--- src/rtl/racc_pkg.sv ---
// Shared definitions for the ripple accumulator.
// Holds the FSM state encoding and the default operand and counter widths.
package racc_pkg;

    localparam int unsigned RACC_WIDTH = 16;
    localparam int unsigned RACC_CNT_W = 8;

    typedef enum logic [1:0] {
        IDLE  = 2'd0,
        ACCUM = 2'd1,
        HOLD  = 2'd2
    } racc_state_t;

endpackage

--- src/rtl/racc_add.sv ---
// Combinational WIDTH-bit ripple-carry adder, built from WIDTH/4 chained 4-bit slices.
// Ports: a, b  - operands
//        cin   - carry into the least-significant slice
//        sum   - WIDTH-bit result
//        cout  - carry out of the most-significant slice
module racc_add
    import racc_pkg::*;
#(
    parameter int unsigned WIDTH = RACC_WIDTH
) (
    output logic [WIDTH-1:0] sum,
    output logic             cout,
    input  logic [WIDTH-1:0] a,
    input  logic [WIDTH-1:0] b,
    input  logic             cin
);

    localparam int unsigned SLICES = WIDTH / 4;

    // Carry between slices; c[0] is the external carry-in.
    logic [SLICES:0] c;

    assign c[0] = cin;

    for (genvar s = 0; s < SLICES; s++) begin : g_slice
        // Carry chain internal to one 4-bit slice.
        logic [4:0] rc;
        assign rc[0] = c[s];
        for (genvar i = 0; i < 4; i++) begin : g_bit
            assign sum[4*s+i] = a[4*s+i] ^ b[4*s+i] ^ rc[i];
            assign rc[i+1]    = (a[4*s+i] & b[4*s+i]) | (rc[i] & (a[4*s+i] ^ b[4*s+i]));
        end
        assign c[s+1] = rc[4];
    end

    assign cout = c[SLICES];

endmodule

--- src/rtl/ripple_accumulator.sv ---
// Multi-operand accumulator wrapped around a ripple-carry adder.
// Sums a packet of operands (terminated by in_last), tracks sticky unsigned
// carry-out and signed overflow, then holds the result on a valid/ready port.
// Ports: clk, rst_n (async active-low)
//        in_valid/in_ready/in_data/in_last - operand stream
//        clear                             - synchronous abort, highest priority
//        out_valid/out_ready               - result handshake
//        out_sum/out_carry/out_ovf/out_count - packet result
// Build option: define RACC_SAT_EN for unsigned saturation instead of wrap-around
// (out_ovf then reads 0).
module ripple_accumulator
    import racc_pkg::*;
#(
    parameter int unsigned WIDTH = RACC_WIDTH,
    parameter int unsigned CNT_W = RACC_CNT_W
) (
    input  logic             clk,
    input  logic             rst_n,
    input  logic             in_valid,
    output logic             in_ready,
    input  logic [WIDTH-1:0] in_data,
    input  logic             in_last,
    input  logic             clear,
    output logic             out_valid,
    input  logic             out_ready,
    output logic [WIDTH-1:0] out_sum,
    output logic             out_carry,
    output logic             out_ovf,
    output logic [CNT_W-1:0] out_count
);

`ifdef RACC_SAT_EN
    localparam bit SAT_EN = 1'b1;
`else
    localparam bit SAT_EN = 1'b0;
`endif

    localparam int unsigned MSB = WIDTH - 1;

    racc_state_t      state;
    logic             ovf_q;
    logic [WIDTH-1:0] sum_c;
    logic             cout_c;
    logic [WIDTH-1:0] acc_next_c;
    logic             accept_c;
    logic             ovf_step_c;

    // The running total (out_sum) is one adder operand, the new data the other.
    racc_add #(.WIDTH(WIDTH)) u_add (
        .sum  (sum_c),
        .cout (cout_c),
        .a    (out_sum),
        .b    (in_data),
        .cin  (1'b0)
    );

    assign accept_c   = in_valid && in_ready;
    assign ovf_step_c = (out_sum[MSB] == in_data[MSB]) && (sum_c[MSB] != out_sum[MSB]);
    // Saturating build pins the total at all ones once any add carries out.
    assign acc_next_c = (SAT_EN && cout_c) ? {WIDTH{1'b1}} : sum_c;
    assign out_ovf    = SAT_EN ? 1'b0 : ovf_q;

    // FSM, accumulator, sticky flags and saturating operand counter.
    always_ff @(posedge clk or negedge rst_n) begin
        if (!rst_n) begin
            state     <= IDLE;
            out_sum   <= '0;
            out_carry <= 1'b0;
            ovf_q     <= 1'b0;
            out_count <= '0;
            out_valid <= 1'b0;
            in_ready  <= 1'b0;
        end else if (clear) begin
            state     <= IDLE;
            out_sum   <= '0;
            out_carry <= 1'b0;
            ovf_q     <= 1'b0;
            out_count <= '0;
            out_valid <= 1'b0;
            in_ready  <= 1'b1;
        end else begin
            case (state)
                IDLE, ACCUM: begin
                    in_ready <= 1'b1;
                    if (accept_c) begin
                        out_sum   <= acc_next_c;
                        out_carry <= out_carry | cout_c;
                        ovf_q     <= ovf_q | ovf_step_c;
                        if (out_count != {CNT_W{1'b1}})
                            out_count <= out_count + CNT_W'(1);
                        if (in_last) begin
                            state     <= HOLD;
                            out_valid <= 1'b1;
                            in_ready  <= 1'b0;
                        end else begin
                            state <= ACCUM;
                        end
                    end
                end
                HOLD: begin
                    if (out_ready) begin
                        state     <= IDLE;
                        out_sum   <= '0;
                        out_carry <= 1'b0;
                        ovf_q     <= 1'b0;
                        out_count <= '0;
                        out_valid <= 1'b0;
                        in_ready  <= 1'b1;
                    end
                end
                default: begin
                    state     <= IDLE;
                    out_valid <= 1'b0;
                    in_ready  <= 1'b1;
                end
            endcase
        end
    end

endmodule
--- config.mk ---
export PLATFORM = sky130hd
export DESIGN_NAME = ripple_accumulator
export DESIGN_NICKNAME = d
export VERILOG_FILES = /design/src/rtl/racc_pkg.sv /design/src/rtl/racc_add.sv /design/src/rtl/ripple_accumulator.sv
export SDC_FILE = /design/constraint.sdc
export NUM_CORES = 1
export LEC_CHECK = 0
export ABC_AREA = 1
export BUFFER_PORTS_ARGS = -buffer_cell sky130_fd_sc_hd__clkbuf_2
export CAP_MARGIN = 10
export CORE_MARGIN = 1
export CORE_UTILIZATION = 35
export DETAILED_ROUTE_END_ITERATION = 12
export PLACE_DENSITY_LB_ADDON = 0.15
export SETUP_SLACK_MARGIN = 0.5
export SLEW_MARGIN = 20
export SYNTH_ARGS = -nofsm -noshare
export SYNTH_HDL_FRONTEND = slang
export SYNTH_SLANG_ARGS = --single-unit
--- constraint.sdc ---
create_clock -name clk -period 19.8 [get_ports clk]
set_input_delay 1.98 -clock clk [delete_from_list [all_inputs] [get_ports clk]]
set_output_delay 1.98 -clock clk [all_outputs]
set_load 0.02 [all_outputs]
==> results of run 1 <==
layout make-up:
type                       instances  area share, %
tap                               70           3.73
inverter                          50           7.99
multi-input combinational        144           41.2
clock buffer                       8           4.69
sequential                        30           31.9
timing repair buffer              49           10.4
state kept, by name (all words and copies together) (netlist names):
register   cells
state          2
out_sum       16
out_ovf        1
out_count      8
out_valid      1
in_ready       1
out_carry      1
where the power goes:
| group | switching [mW] | internal [mW] | leakage, nW |
|---|---|---|---|
| Sequential | 0.0123 | 0.0777 | 0.394 |
| Clock | 0.0245 | 0.0351 | 0.0575 |
| Combinational | 0.0710 | 0.0424 | 0.825 |
| Total | 0.108 | 0.155 | 1.28 |
cells in the mapped netlist:
cell type  count  area [µm²]
a21boi_0       1        7.51
a21oi_1        1        5.00
a21oi_2        1        8.76
buf_4          2        15.0
buf_6          2        22.5
dfrtp_1       30         751
fa_1          15         300
ha_1           3        37.5
inv_1         45         169
inv_2          5        18.8
nand2_1       49         184
nand2_2        2        12.5
nand2_4        3        33.8
nand3_1       11        55.1
nand3_2        2        20.0
nand4_1        4        25.0
nor2_1        22        82.6
nor2_4         1        11.3
nor2_8         2        40.0
nor3_1         1        5.00
o21a_1         1        7.51
o21ai_0       17        85.1
o21ai_1        5        25.0
o21bai_1       1        7.51
or2_2          1        6.26
xor2_1         1        8.76
through the flow:
step | std cells | total power [mW] | setup slack [ps] | hold WS [ps]
final | 351 | 0.263 | 11890 | 477
after global routing | 351 | 0.289 | 11580 | 531
after CTS | 351 | 0.267 | 11890 | 484
after detailed placement | 343 | 0.205 | 11610 | 469
after global placement | 343 | 0.205 | 11710 | 467
after floorplan | 228 | 0.172 | 11940 | 579
worst max-delay path, stage by stage:
cell	delay [ps]
clkbuf_2	80
ha_1	130
inv_1	50
fa_1	380
fa_1	390
fa_1	390
fa_1	390
fa_1	390
fa_1	390
fa_1	380
fa_1	400
fa_1	370
inv_1	80
fa_1	160
inv_1	50
fa_1	350
inv_1	70
fa_1	180
fa_1	160
inv_1	50
fa_1	370
fa_1	510
inv_1	50
a21oi_1	160
nand3_2	100
a21oi_2	140
final timing paths:
kind	to	slack [ps]	depth (start not counted)
max in group asynchronous	out_sum[2]	17550	1
setup reg to reg	out_ovf	13240	25
hold reg to reg	out_valid	480	2
hold / removal	out_valid	480	2
min in group asynchronous	out_sum[8]	1760	1
setup / recovery	out_ovf	11890	26
metal layers:
layer	routed length [µm]	part of all wire, %	track usage, %	vias to the layer above
li1	-	-	-	792
met1	1900	49	21.1	720
met2	1780	46	24.2	34
met3	174	4.5	4.31	4
met4	40	1.0	5.77	0
met5	0	0	0	-
logic make-up after synthesis:
family / share of synthesized area [%]
AO/OA/AOI/OAI: 7.53
buffers and inverters: 11.6
flip-flops: 38.6
AND/OR/NAND/NOR: 24.5
adder cells (fa/ha/maj): 17.4
XOR/XNOR: 0.451
==> impl_metrics.env, run 1 <==
export IMPL_die_x_um=76.5
export IMPL_post_cts_setup_buffer_count=0
export IMPL_rsz0062_at_grt="false"
export IMPL_cp_end_kind="register"
export IMPL_cts_reportedPaths_clkPinSlew_ps=70
export IMPL_status="completed"
export IMPL_dr_total_vias=1550
export IMPL_final_cell_area_mm2=0.00235
export IMPL_power_density_mw_per_mm2=112
export IMPL_max_vdd_ir_drop_v=0.0000541
export IMPL_cts_sinks=30
export IMPL_power_leakage_nw=1.28
export IMPL_tritoncts="done"
export IMPL_drv_cap=0
export IMPL_diodes=0
export IMPL_cts_resized=0
export IMPL_syn_num_nets=268
export IMPL_finalSetupViolCount=0
export IMPL_fill_cells=547
export IMPL_grt_pass1_vias=1529
export IMPL_gp_congestion=0.762
export IMPL_critPathLaunchType="input port"
export IMPL_areaGrowthSynthToFinish_pct=20.8
export IMPL_drive_gt1_share_pct=26.3
export IMPL_r2r_start="out_sum[0]"
export IMPL_grt_pass1_wl_mm=7.21
export IMPL_postPlaceCellArea_mm2=0.00224
export IMPL_hold_class="register to register"
export IMPL_final_cell_mix="nand2_1 (49), clkbuf_2 (49), inv_1 (45)"
export IMPL_hpwl_mm=2.86
export IMPL_grt_ovfl_total=0
export IMPL_timing_final_crit_share_pct=40.0
export IMPL_multi_input_area_um2=968
export IMPL_final_hold_viol_count=0
export IMPL_drc=0
export IMPL_h_tree_depth=2
export IMPL_port_buffers=49
export IMPL_synth_yosys_seq_area_share_pct=38.6
export IMPL_numCtsBuffers=5
export IMPL_io_pins=50
export IMPL_required_ps=20020
export IMPL_seq_area_um2=751
export IMPL_nets=320
export IMPL_initial_core_util_pct=37.1
export IMPL_cp_max_fo=2
export IMPL_grt_max_degree=34
export IMPL_die_area_mm2=0.00586
export IMPL_wl_per_cell_um=11.1
export IMPL_fin_crit_ps=7910
export IMPL_final_antenna_net_count=0
export IMPL_critPathKind="input port to register"
export IMPL_min_from="out_valid"
export IMPL_clk_insertion_delay_late_ps=290
export IMPL_worstPathArrival_ps=8130
export IMPL_slew_headroom_pct=48.5
export IMPL_fin_util_pct=44.9
export IMPL_row_count=26
export IMPL_antenna_found_initial=0
export IMPL_hold_buffers=0
export IMPL_slew_viol_final=0
export IMPL_grtUsageTotal_pct=15.7
export IMPL_skew_ps=6.50
export IMPL_design_core_area_mm2=0.00524
export IMPL_cts_root_buf="clkbuf_8"
export IMPL_synth_area_mm2=0.00194
export IMPL_tns_ps=0
export IMPL_syn_inst=228
export IMPL_first_pass_iters=4
export IMPL_die_h_um=76.5
export IMPL_ys_ff_latch=30
export IMPL_fmax_mhz=126
export IMPL_synth_warnings=0
export IMPL_syn_area_per_cell_um2=8.53
export IMPL_crit_path_start="in_data[0]"
export IMPL_initialDrtViolationCount=82
export IMPL_vias_per_cell=4.42
export IMPL_netlist_cell_type_count=26
export IMPL_worstMarginPinSlew_ps=772
export IMPL_clockBufferDepth=2
export IMPL_wl_mm=3.89
No activity file was read; power rests on OpenSTA's default activity.
==> run 2, diff against run 1 <==
clock period = 7.5 ns   (was 19.8 ns; I/O delays follow)
==> impl_metrics.env, run 2 (synthesis gave the netlist of run 1 again) <==
export IMPL_critPathLaunchType="input port"
export IMPL_reg_top3="out_sum: 16 flops, out_count: 8 flops, state: 2 flops"
export IMPL_initialDrtViolationCount=38
export IMPL_nets=320
export IMPL_power_density_mw_per_mm2=296
export IMPL_drive_gt1_share_pct=26.7
export IMPL_rsz0062_at_grt="false"
export IMPL_grt_use_met2_pct=25.3
export IMPL_diodes=0
export IMPL_dp_cells=343
export IMPL_fill_cells=541
export IMPL_grtUsageMet1_pct=20.0
export IMPL_io_pins=50
export IMPL_vias_per_cell=4.48
export IMPL_antenna_found_initial=0
export IMPL_hold_class="register to register"
export IMPL_fmax_mhz=150
export IMPL_numCtsBuffers=5
export IMPL_first_pass_iters=4
export IMPL_cts_reportedPaths_clkPinSlew_ps=70
export IMPL_cp_max_fo=2
export IMPL_critPathKind="input port to register"
export IMPL_largest_reg_flops=16
export IMPL_wl_mm=3.99
export IMPL_hold_depth=2
export IMPL_grt_pass1_wl_mm=7.25
export IMPL_use_met3_pct=4.55
export IMPL_seq_area_um2=751
export IMPL_multi_input_area_um2=972
export IMPL_grt_max_degree=34
export IMPL_final_cell_mix="nand2_1 (49), clkbuf_2 (49), inv_1 (45)"
export IMPL_areaGrowthSynthToFinish_pct=21.0
export IMPL_final_antenna_net_count=0
export IMPL_worstPathArrival_ps=6890
export IMPL_hold_buffers=0
export IMPL_skew_ps=6.61
export IMPL_grtUsageTotal_pct=15.7
export IMPL_status="completed"
export IMPL_final_hold_viol_count=0
export IMPL_postPlaceCellArea_mm2=0.00224
export IMPL_slew_headroom_pct=47.0
export IMPL_power_leakage_nw=1.28
export IMPL_min_from="out_valid"
export IMPL_die_x_um=76.5
export IMPL_dr_total_vias=1573
export IMPL_max_vdd_ir_drop_v=0.000155
export IMPL_grt_pass1_vias=1569
export IMPL_slew_viol_final=0
export IMPL_required_ps=7720
export IMPL_drc=0
export IMPL_initial_core_util_pct=37.1
export IMPL_cts_sinks=30
export IMPL_fin_util_pct=44.9
export IMPL_gp_congestion=0.762
export IMPL_tritoncts="done"
export IMPL_finalSetupViolCount=0
export IMPL_clk_insertion_delay_late_ps=280
export IMPL_h_tree_depth=2
export IMPL_final_cell_area_mm2=0.00235
export IMPL_tns_ps=0
export IMPL_worstMarginPinSlew_ps=795
export IMPL_hpwl_mm=2.87
export IMPL_timing_final_crit_share_pct=89.0
export IMPL_layout_cells_non_filler=351
export IMPL_clockBufferDepth=2
export IMPL_die_h_um=76.5
export IMPL_die_area_mm2=0.00586
export IMPL_crit_path_start="in_data[0]"
export IMPL_cp_end_kind="register"
export IMPL_cts_root_buf="clkbuf_8"
export IMPL_row_count=26
export IMPL_port_buffers=49
export IMPL_wl_per_cell_um=11.4
export IMPL_design_core_area_mm2=0.00524
export IMPL_rr_worst_depth=25
export IMPL_busiest_layer="met2"
export IMPL_r2r_start="out_sum[0]"
export IMPL_grt_ovfl_total=0
export IMPL_fin_crit_ps=6670
export IMPL_regMostFlops="out_sum"
export IMPL_whs_ps=482
export IMPL_drv_cap=0
## run 2: cell counts in the layout (fill, tap and decap cells not counted)
No cell type changed its count.
## run 2: area by class of cell
class | instances | area share, %
inverter | 50 | 7.97
multi-input combinational | 144 | 41.3
timing repair buffer | 49 | 10.4
clock buffer | 8 | 4.68
sequential | 30 | 31.9
tap | 70 | 3.72
## run 2: path summary, 6_finish.rpt
path / to / slack (ps)
worst min register to register: out_valid / 480
max in group asynchronous: out_sum[4] / 6450
worst min-delay path: out_valid / 480
worst max register to register: out_ovf / 950
min in group asynchronous: out_sum[7] / 530
worst max-delay path: out_ovf / 830
## run 2: repair_timing
action | CTS | global route
gates resized for setup | 0 | 1
hold endpoints to repair | 0 | 0
endpoints found under the setup margin | 0 | 1
buffers inserted | 0 | 0
## run 2: power by group
group          total [mW]  leakage [nW]  switching (mW)  internal (mW)
sequential          0.238         0.394          0.0331          0.205
combinational       0.302         0.825           0.190          0.113
clock               0.157        0.0575          0.0640         0.0927
total               0.697          1.28           0.287          0.411
## run 2: worst max-delay path, cell delays in order
cell      delay (ps)
clkbuf_2          80
ha_1             130
inv_1             50
fa_1             370
fa_1             390
fa_1             390
fa_1             390
fa_1             390
fa_1             390
fa_1             380
fa_1             390
fa_1             390
inv_1             80
fa_1             150
inv_1             50
fa_1             350
inv_1             70
fa_1             180
fa_1             160
inv_1             50
fa_1             370
fa_1             520
inv_1             70
a21oi_2          130
nand3_2           90
a21oi_2          140
## run 2: layer usage
layer  wire [µm]  share of wire [%]
met1        1920                 48
met2        1820                 46
met3         201                5.0
met4          47                1.2
met5           0                  0
## run 2: stage by stage
step / total power [mW] / worst slack, ps
2_1_floorplan: 0.453 / 867
3_3_place_gp: 0.542 / 635
3_5_place_dp: 0.542 / 522
4_1_cts: 0.703 / 804
5_1_grt: 0.766 / 495
6_report: 0.697 / 826
